### src/rtl/ibex_wb_pkg.sv
// Shared types for the writeback arbiter: write-port entry, skid-buffer state
// and register-address helpers used by the arbiter and its forwarding comparators.
package ibex_wb_pkg;

  localparam int unsigned WbDataWidth = 32;

  typedef struct packed {
    logic                   valid;
    logic [4:0]             addr;
    logic [WbDataWidth-1:0] data;
  } wb_entry_t;

  typedef enum logic {
    EMPTY = 1'b0,
    FULL  = 1'b1
  } buf_state_e;

  function automatic int unsigned addr_width(input bit rv32e);
    return rv32e ? 4 : 5;
  endfunction

  // Addresses are masked to the active width before storage, so a full compare is exact.
  function automatic logic entry_hit(input wb_entry_t e, input logic [4:0] raddr);
    return e.valid && (e.addr == raddr) && (raddr != 5'd0);
  endfunction

endpackage

### src/rtl/ibex_wb_fwd_match.sv
// One read port's forwarding comparator: picks the youngest in-flight write
// (BUF, then OUT, then SHD) whose destination matches the read address.
module ibex_wb_fwd_match
  import ibex_wb_pkg::*;
(
  input  wb_entry_t              i_buf,
  input  wb_entry_t              i_out,
  input  wb_entry_t              i_shd,
  input  logic [4:0]             i_raddr,
  output logic                   o_valid,
  output logic [WbDataWidth-1:0] o_data
);

  // NOTE: both outputs get a default first so no path through the block infers a latch.
  always_comb begin
    o_valid = 1'b0;
    o_data  = '0;
    if (entry_hit(i_buf, i_raddr)) begin
      o_valid = 1'b1;
      o_data  = i_buf.data;
    end else if (entry_hit(i_out, i_raddr)) begin
      o_valid = 1'b1;
      o_data  = i_out.data;
    end else if (entry_hit(i_shd, i_raddr)) begin
      o_valid = 1'b1;
      o_data  = i_shd.data;
    end
  end

endmodule

### src/rtl/ibex_wb_write_arbiter.sv
// Merges execute results and load responses onto the register file write port.
// Define IBEX_WB_FWD_EN to build the forwarding muxes and the shadow register.
module ibex_wb_write_arbiter
  import ibex_wb_pkg::*;
#(
  parameter int unsigned DataWidth         = WbDataWidth,
  parameter bit          RV32E             = 1'b0,
  parameter bit          DummyInstructions = 1'b0
) (
  input  logic                 clk_i,
  input  logic                 rst_ni,
  input  logic                 ex_valid_i,
  input  logic [4:0]           ex_waddr_i,
  input  logic [DataWidth-1:0] ex_wdata_i,
  output logic                 ex_ready_o,
  input  logic                 lsu_valid_i,
  input  logic [4:0]           lsu_waddr_i,
  input  logic [DataWidth-1:0] lsu_wdata_i,
  input  logic                 ld_issue_i,
  input  logic [4:0]           ld_issue_waddr_i,
  input  logic                 dummy_instr_i,
  input  logic [4:0]           raddr_a_i,
  input  logic [4:0]           raddr_b_i,
  output logic                 fwd_a_valid_o,
  output logic                 fwd_b_valid_o,
  output logic [DataWidth-1:0] fwd_a_data_o,
  output logic [DataWidth-1:0] fwd_b_data_o,
  output logic                 hazard_o,
  output logic                 rf_we_o,
  output logic [4:0]           rf_waddr_o,
  output logic [DataWidth-1:0] rf_wdata_o
);

  localparam int unsigned AddrWidth = addr_width(RV32E);
  localparam logic [4:0]  AddrMask  = 5'((32'd1 << AddrWidth) - 32'd1);

  buf_state_e r_state, w_state_nxt;
  wb_entry_t  r_out, r_buf, w_out_nxt, w_buf_nxt;
  wb_entry_t  w_ex_entry, w_lsu_entry;
  logic       r_pl_valid;
  logic [4:0] r_pl_addr;
  logic       w_ex_keep, w_lsu_keep, w_keep_x0, w_pl_hit;
  logic [4:0] w_ra_a, w_ra_b;

  assign w_ex_entry  = '{valid: 1'b1, addr: ex_waddr_i & AddrMask, data: ex_wdata_i};
  assign w_lsu_entry = '{valid: 1'b1, addr: lsu_waddr_i & AddrMask, data: lsu_wdata_i};

  // x0 writes are dropped before they reach any state; EX still handshakes.
  assign w_keep_x0  = DummyInstructions && dummy_instr_i;
  assign w_ex_keep  = ex_valid_i && ((w_ex_entry.addr != 5'd0) || w_keep_x0);
  assign w_lsu_keep = lsu_valid_i && ((w_lsu_entry.addr != 5'd0) || w_keep_x0);

  assign ex_ready_o = (r_state == EMPTY);

  always_comb begin
    w_state_nxt = r_state;
    w_out_nxt   = '0;
    w_buf_nxt   = r_buf;
    unique case (r_state)
      EMPTY: begin
        if (w_lsu_keep) begin
          w_out_nxt = w_lsu_entry;
          if (w_ex_keep) begin
            w_buf_nxt   = w_ex_entry;
            w_state_nxt = FULL;
          end
        end else if (w_ex_keep) begin
          w_out_nxt = w_ex_entry;
        end
      end
      FULL: begin
        if (w_lsu_keep) begin
          w_out_nxt = w_lsu_entry;
        end else begin
          w_out_nxt       = r_buf;
          w_buf_nxt.valid = 1'b0;
          w_state_nxt     = EMPTY;
        end
      end
      default: w_state_nxt = EMPTY;
    endcase
  end

  // NOTE: sequential state uses non-blocking assignments so every register samples pre-edge values.
  always_ff @(posedge clk_i or negedge rst_ni) begin
    if (!rst_ni) begin
      r_state    <= EMPTY;
      r_out      <= '0;
      r_buf      <= '0;
      r_pl_valid <= 1'b0;
      r_pl_addr  <= 5'd0;
    end else begin
      r_state <= w_state_nxt;
      r_out   <= w_out_nxt;
      r_buf   <= w_buf_nxt;
      if (ld_issue_i) begin
        r_pl_valid <= 1'b1;
        r_pl_addr  <= ld_issue_waddr_i & AddrMask;
      end else if (lsu_valid_i) begin
        r_pl_valid <= 1'b0;
      end
    end
  end

  assign rf_we_o    = r_out.valid;
  assign rf_waddr_o = r_out.addr;
  assign rf_wdata_o = r_out.data;

  assign w_ra_a   = raddr_a_i & AddrMask;
  assign w_ra_b   = raddr_b_i & AddrMask;
  assign w_pl_hit = r_pl_valid &&
                    (((r_pl_addr == w_ra_a) && (w_ra_a != 5'd0)) ||
                     ((r_pl_addr == w_ra_b) && (w_ra_b != 5'd0)));

`ifdef IBEX_WB_FWD_EN
  wb_entry_t r_shd;

  // SHD covers the register file's internal sample stage after OUT retires.
  always_ff @(posedge clk_i or negedge rst_ni) begin
    if (!rst_ni) r_shd <= '0;
    else         r_shd <= r_out;
  end

  ibex_wb_fwd_match u_fwd_a (
    .i_buf  (r_buf),
    .i_out  (r_out),
    .i_shd  (r_shd),
    .i_raddr(w_ra_a),
    .o_valid(fwd_a_valid_o),
    .o_data (fwd_a_data_o)
  );

  ibex_wb_fwd_match u_fwd_b (
    .i_buf  (r_buf),
    .i_out  (r_out),
    .i_shd  (r_shd),
    .i_raddr(w_ra_b),
    .o_valid(fwd_b_valid_o),
    .o_data (fwd_b_data_o)
  );

  assign hazard_o = w_pl_hit;
`else
  assign fwd_a_valid_o = 1'b0;
  assign fwd_b_valid_o = 1'b0;
  assign fwd_a_data_o  = '0;
  assign fwd_b_data_o  = '0;
  // Without forwarding, decode must also wait out any in-flight write it reads.
  assign hazard_o = w_pl_hit ||
                    entry_hit(r_out, w_ra_a) || entry_hit(r_out, w_ra_b) ||
                    entry_hit(r_buf, w_ra_a) || entry_hit(r_buf, w_ra_b);
`endif

`ifndef SYNTHESIS
  a_one_load_outstanding : assert property (
    @(posedge clk_i) disable iff (!rst_ni) (ld_issue_i && r_pl_valid) |-> lsu_valid_i);
`endif

endmodule

### config.mk
export PLATFORM = sky130hd
export DESIGN_NAME = ibex_wb_write_arbiter
export DESIGN_NICKNAME = d
export VERILOG_FILES = /design/src/rtl/ibex_wb_pkg.sv /design/src/rtl/ibex_wb_fwd_match.sv /design/src/rtl/ibex_wb_write_arbiter.sv
export SDC_FILE = /design/constraint.sdc
export NUM_CORES = 1
export LEC_CHECK = 0
export BUFFER_PORTS_ARGS = -buffer_cell sky130_fd_sc_hd__buf_2
export CAP_MARGIN = 0
export CORE_UTILIZATION = 50
export CTS_BUF_LIST = sky130_fd_sc_hd__clkbuf_4 sky130_fd_sc_hd__clkbuf_8 sky130_fd_sc_hd__clkbuf_16
export DETAILED_ROUTE_END_ITERATION = 7
export PLACE_DENSITY = 0.9
export SLEW_MARGIN = 20
export SYNTH_ARGS = -nofsm -noshare
export SYNTH_HDL_FRONTEND = slang
export SYNTH_SLANG_ARGS = --single-unit
### constraint.sdc
create_clock -name clk_i -period 2.8 [get_ports clk_i]
set_input_delay 0.14 -clock clk_i [delete_from_list [all_inputs] [get_ports clk_i]]
set_output_delay 0.14 -clock clk_i [all_outputs]
set_load 0.02 [all_outputs]
==> metrics.csv, run 1 <==
stage,metric,value,unit
global_routing,overflow,0,
logic_synthesis,synth-seq-cells,83,
logic_synthesis,yosysTopAreaCellShare,0.459,
drt,dr_total_vias,3306,
logic_synthesis,synthFlopType,dfrtp_1,
sta,period_needed,1940,ps
clock_tree,clock_latency,340,ps
final_layout,syn2layout_area_growth,17.1,%
power,switching_share,0.292,
place,place_hpwl,7.02,mm
place,gp_congestion,0.933,
sta,drv_slew,0,
final_layout,nets,648,
worst_hold_path,hold_path_startpoint,ld_issue_waddr_i[3],
sta,setup_viol,0,
setup_path,crit_type,reg -> out,
drt,drt-vias-per-instance,4.96,
clock_tree,cts.sink_count,83,
worst_hold_path,hold_end,r_pl_addr[3]$_DFFE_PN0P_,
setup_path,start_kind,flip-flop,
sta,period_share,0.691,
power,powerDensity,637,nW/um^2
power,clockPowerShare,0.313,
drt,drt_iter0_drc,123,
final_layout,design_area,5300,um^2
drt,remaining_drc_errors,0,
global_routing,grt_pass1_wl,16.3,mm
logic_synthesis,ys_seq_area_frac,0.459,
clock_tree,clk_pin_slew,90,ps
logic_synthesis,syn_area_per_cell,10.6,um^2
logic_synthesis,synth_most_common_cell,dfrtp_1,
clock_tree,cts_setup_buffers,0,
drt,wl_per_cell,14.9,um
floorplanning,die_w,97.2,um
sta,worst_slew_pin_slew,759,ps
sta,final.setup_skew,11.4,ps
logic_synthesis,yosysWarnings,0,
floorplanning,fp.dieH,97.2,um
setup_path,reg2reg_slack,940,ps
power,p_leak,2.53,nW
floorplanning,pin_count,201,
worst_hold_path,min_path_type,in -> reg,
setup_path,critPathArrivalTime,1800,ps
clock_tree,cts_buffers,9,
drt,drt_wl_total,9.95,mm
worst_hold_path,min_delay_path_depth,2,
sta,hold_violations,0,
power,pwr-share-seq,0.446,
logic_synthesis,netlist_area,4530,um^2
logic_synthesis,synth_top_area_cell,dfrtp_1,
setup_path,timing.rr.end,r_buf[27]$_DFFE_PN0P_,
final_layout,antennaDiodeCount,0,
global_routing,grt_max_degree,84,
run_status,status,completed,
sta,rsz0062_at_grt,false,
setup_path,reg2reg_from,r_state$_DFF_PN0_,
sta,tns,0,ps
global_routing,grt_use_total,0.215,
setup_path,reg2reg_depth,4,
power,p_sw,0.000985,W
global_routing,grt_pass1_vias,3301,
clock_tree,cts-root-buf,clkbuf_8,
floorplanning,start_util,0.517,
floorplanning,dieArea,9440,um^2
job,cap_violations,0,
global_routing,antenna_found_initial,0,
power,combPwrFrac,0.241,
logic_synthesis,ys_top_cells_by_count,"dfrtp_1, a21oi_1, buf_4",
place,port_buffers,133,
setup_path,end_kind,output port,
logic_synthesis,ys_async_sr_fraction,1.00,
setup_path,worstPathMaxFanout,74,
final_layout,drive_gt1_frac,0.358,
clock_tree,cts.path.max_buffers,2,
sta,slew-limit-headroom,0.494,
logic_synthesis,ys_top_cells_by_area,"dfrtp_1, buf_4, mux2_4",
drt,drt_pass1_iterations,4,
floorplanning,row_count,34,
drt,detail-route-antenna-nets,0,
power,intPower,0.00239,W
logic_synthesis,syn-instance-count,427,
place,placed_area,5020,um^2
setup_path,required,2660,ps
power,irDropWorstVdd,0.313,mV
clock_tree,htreeDepth,3,
logic_synthesis,synth_edf_count,0,
clock_tree,cts_tree,yes,
sta,max_freq,0.517,GHz
logic_synthesis,ys_types,29,
floorplanning,core,8760,um^2
==> layout make-up <==
| class | instances | area, um^2 |
|---|---|---|
| sequential | 83 | 2080 |
| timing repair buffer | 139 | 739 |
| clock buffer | 12 | 153 |
| clock inverter | 4 | 97.6 |
| inverter | 3 | 11.3 |
| tap | 108 | 135 |
| fill | 760 | 3460 |
| multi-input combinational | 317 | 2090 |
==> routing by layer <==
| metal | vias up | routed length [um] | GRT usage | share of wire |
|---|---|---|---|---|
| met1 | 1581 | 4220 | 0.276 | 0.42 |
| li1 | 1578 | - | - | - |
| met2 | 139 | 5040 | 0.371 | 0.51 |
| met5 | - | 0 | 0 | 0 |
| met4 | 0 | 79 | 0.0574 | 0.0079 |
| met3 | 8 | 615 | 0.0439 | 0.062 |
==> state kept, by name (all words and copies together), names as in the netlist <==
name,cells
rf_we_o,1
r_pl_valid,1
rf_wdata_o,32
r_buf,38
r_pl_addr,5
rf_waddr_o,5
r_state,1
==> through the flow <==
step	power, W	worst slack [ps]	instances	utilization	hold WS, ps
2_1_floorplan	0.00214	1140	492	-	-156
3_3_place_gp	0.00230	644	648	0.573	376
3_5_place_dp	0.00233	588	648	0.573	384
4_1_cts	0.00341	629	664	0.602	6.09
5_1_grt	0.00356	734	666	0.605	10.5
6_report	0.00338	864	666	0.605	28.3
==> placed cells by master (no fill, tap or decap), types with 12 or more instances in the layout <==
cell | Yosys | layout
xor2_1 | 12 | 12
conb_1 | 1 | 66
nor2_1 | 38 | 38
a21oi_1 | 71 | 71
dfrtp_1 | 83 | 82
nor3b_1 | 32 | 32
mux2_2 | 12 | 12
buf_2 | 5 | 132
xnor2_1 | 18 | 18
mux2_4 | 30 | 30
==> logic make-up (layout without fill, tap and decap cells) <==
group | count (synthesis) | after routing | share of synthesized area
flops | 83 | 83 | 0.459
mux | 42 | 42 | 0.129
simple gates | 95 | 95 | 0.117
compound gates | 84 | 84 | 0.0992
buf+inv | 92 | 158 | 0.137
other cells | 1 | 66 | 0.000828
xor+xnor | 30 | 30 | 0.0580
==> power by group through the flow <==
stage	logic (W)	clock network (W)	registers, W
detailed placement	0.000814	0	0.00152
floorplan	0.000564	0	0.00157
finish	0.000815	0.00106	0.00150
global placement	0.000787	0	0.00151
CTS	0.000815	0.00109	0.00150
global route	0.000886	0.00114	0.00153
==> repair_timing <==
| action | 4_1_cts | 5_1_grt |
|---|---|---|
| gates resized for setup | 0 | 0 |
| hold endpoints to repair | 0 | 83 |
| hold buffers | 0 | 1 |
==> worst max-delay path, stage by stage (launching register included) <==
cell,delay (ps)
dfrtp_2,390
buf_4,580
inv_1,250
buf_2,230
==> worst max path at each step <==
stage / start / end / slack [ps] / cells after the start
finish: r_state$_DFF_PN0_ / ex_ready_o / 860 / 3
global route: r_state$_DFF_PN0_ / ex_ready_o / 730 / 3
CTS: r_state$_DFF_PN0_ / r_buf[27]$_DFFE_PN0P_ / 630 / 3
detailed placement: ex_waddr_i[1] / r_buf[27]$_DFFE_PN0P_ / 590 / 6
global placement: lsu_waddr_i[1] / r_buf[37]$_DFFE_PN0P_ / 640 / 7
floorplan: ex_waddr_i[3] / r_buf[0]$_DFFE_PN0P_ / 1140 / 5
(Power assumes the default switching activity.)
==> run 2, diff against run 1 <==
- CORE_UTILIZATION: 50 -> 43
- PLACE_DENSITY: 0.9 -> 0.83
- clock period: 2.8 -> 1.7 ns (I/O delays scaled with it)
==> metrics.csv, run 2 (same netlist as run 1, synthesis figures left out) <==
stage,metric,value,unit,change
run_status,status,"finished, violations left",,was completed
run_status,violations,setup timing,,
floorplanning,die_w,105,um,was 97.2 um
setup_path,crit_type,reg -> out,,unchanged
global_routing,overflow,0,,unchanged
drt,dr_total_vias,3732,,was 3306
place,place_hpwl,7.52,mm,was 7.02 mm
clock_tree,cts.sink_count,83,,unchanged
floorplanning,pin_count,201,,unchanged
final_layout,layout_common_cells,"buf_2, dfrtp_1, a21oi_1",,unchanged
setup_path,critPathArrivalTime,1690,ps,was 1800 ps
job,cap_violations,0,,unchanged
clock_tree,cts_tree,yes,,unchanged
drt,drt-met1-wl,4.80,mm,was 4.22 mm
clock_tree,cts-root-buf,clkbuf_8,,unchanged
floorplanning,core,10300,um^2,was 8760 um^2
power,irDropWorstVdd,0.415,mV,was 0.313 mV
global_routing,grt_use_total,0.207,,was 0.215
sta,tns,-77.3,ps,was 0 ps
drt,detail-route-antenna-nets,0,,unchanged
floorplanning,start_util,0.441,,was 0.517
power,powerDensity,902,nW/um^2,was 637 nW/um^2
final_layout,regMostFlops,r_buf,,unchanged
floorplanning,dieArea,10900,um^2,was 9440 um^2
global_routing,grt_max_degree,75,,was 84
setup_path,end_kind,output port,,unchanged
drt,route.met3.wl,587,um,was 615 um
sta,hold_violations,0,,unchanged
drt,drt_pass1_iterations,4,,unchanged
final_layout,largest_register_ffs,38,,unchanged
sta,setup_viol,1,,was 0
drt,wl_met2,5.84,mm,was 5.04 mm
final_layout,multi_input_area,2140,um^2,was 2090 um^2
final_layout,antennaDiodeCount,0,,unchanged
floorplanning,row_count,37,,was 34
final_layout,seqCellArea,2080,um^2,about the same
setup_path,required,1620,ps,was 2660 ps
drt,remaining_drc_errors,0,,unchanged
sta,final.setup_skew,6.84,ps,was 11.4 ps
floorplanning,fp.dieH,105,um,was 97.2 um
final_layout,drive_gt1_frac,0.351,,was 0.358
sta,worst_slack,-77.3,ps,was 864 ps
global_routing,grt_pass1_vias,3731,,was 3301
power,power.total,0.00558,W,was 0.00338 W
final_layout,syn2layout_area_growth,36.5,%,was 17.1%
setup_path,worstPathMaxFanout,3,,was 74
drt,drt_wl_total,11.4,mm,was 9.95 mm
place,port_buffers,133,,unchanged
worst_hold_path,min_path_type,in -> reg,,unchanged
sta,period_share,1.05,,
sta,rsz0062_at_grt,true,,was false
clock_tree,htreeDepth,3,,unchanged
final_layout,nets,728,,was 648
drt,dr.max_layer_used,met4,,unchanged
drt,drt-vias-per-instance,4.82,,was 4.96
clock_tree,cts_buffers,9,,unchanged
sta,period_needed,1780,ps,
drt,drt_iter0_drc,136,,was 123
setup_path,start_kind,flip-flop,,unchanged
drt,wl_per_cell,14.7,um,was 14.9 um
power,p_leak,2.89,nW,was 2.53 nW
global_routing,antenna_found_initial,0,,unchanged
clock_tree,clock_latency,340,ps,about the same
final_layout,fill_cells,868,,was 760
clock_tree,cts.path.max_buffers,2,,unchanged
place,gp_congestion,0.903,,was 0.933
clock_tree,clk_pin_slew,80,ps,was 90 ps
sta,max_freq,0.563,GHz,
final_layout,layout_commonest_cell,buf_2,,unchanged
sta,drv_slew,0,,unchanged
global_routing,grt_pass1_wl,18.0,mm,was 16.3 mm
[run 2: metrics by stage]
stage | area (um^2) | instances | worst slack, ps | utilization | hold slack (ps)
after floorplan | 4770 | 492 | 94.9 | - | -211
after global placement | 5230 | 690 | 28.4 | 0.509 | 80.4
after detailed placement | 5230 | 690 | -22.4 | 0.509 | 84.9
after CTS | 6130 | 774 | -34.9 | 0.596 | 0.539
after global routing | 6180 | 774 | -175 | 0.602 | 14.5
final | 6180 | 774 | -77.3 | 0.602 | 20.7
[run 2: path summary, 6_finish.rpt]
check	depth (start not counted)	to	from	slack [ps]
max	6	hazard_o	r_pl_addr[1]$_DFFE_PN0P_	-80
min	2	r_buf[33]$_DFFE_PN0P_	ex_waddr_i[1]	20
max reg2reg	3	r_buf[32]$_DFFE_PN0P_	r_state$_DFF_PN0_	160
min reg2reg	1	r_pl_valid$_DFFE_PN0P_	r_pl_valid$_DFFE_PN0P_	510
max in group asynchronous	3	r_buf[6]$_DFFE_PN0P_	rst_ni	870
min in group asynchronous	2	rf_wdata_o[31]$_DFF_PN0_	rst_ni	250
[run 2: power by group]
| part | internal (W) | switching [W] | total, W |
|---|---|---|---|
| Clock | 0.000835 | 0.000701 | 0.00154 |
| Sequential | 0.00228 | 0.000210 | 0.00249 |
| Combinational | 0.000762 | 0.000789 | 0.00155 |
| Total | 0.00388 | 0.00170 | 0.00558 |
[run 2: metal layers]
metal | vias to the layer above | track usage
li1 | 1739 | -
met1 | 1823 | 0.260
met2 | 155 | 0.360
met3 | 15 | 0.0387
met4 | 0 | 0.0614
met5 | - | 0
[run 2: critical path, stage by stage, from the launching register on]
cell     delay, ps
dfrtp_1        430
xnor2_1        170
nand3_1        120
nor4_2         250
o21ai_1        110
nand3_1        140
buf_6          130
[run 2: repair_timing]
action / in CTS / in global routing
pin swaps: 1 / 4
endpoints found under the setup margin: 1 / 1
setup buffers: 0 / 0
resized for setup: 5 / 11
hold endpoints to repair: 101 / 0
hold buffers: 68 / 0
[run 2: layout make-up]
class / instances / area share
Clock buffer: 10 / 0.0213
Multi-Input combinational cell: 317 / 0.347
Sequential cell: 83 / 0.337
Clock inverter: 6 / 0.0130
Inverter: 3 / 0.00182
Tap cell: 136 / 0.0275
Timing Repair Buffer: 219 / 0.253
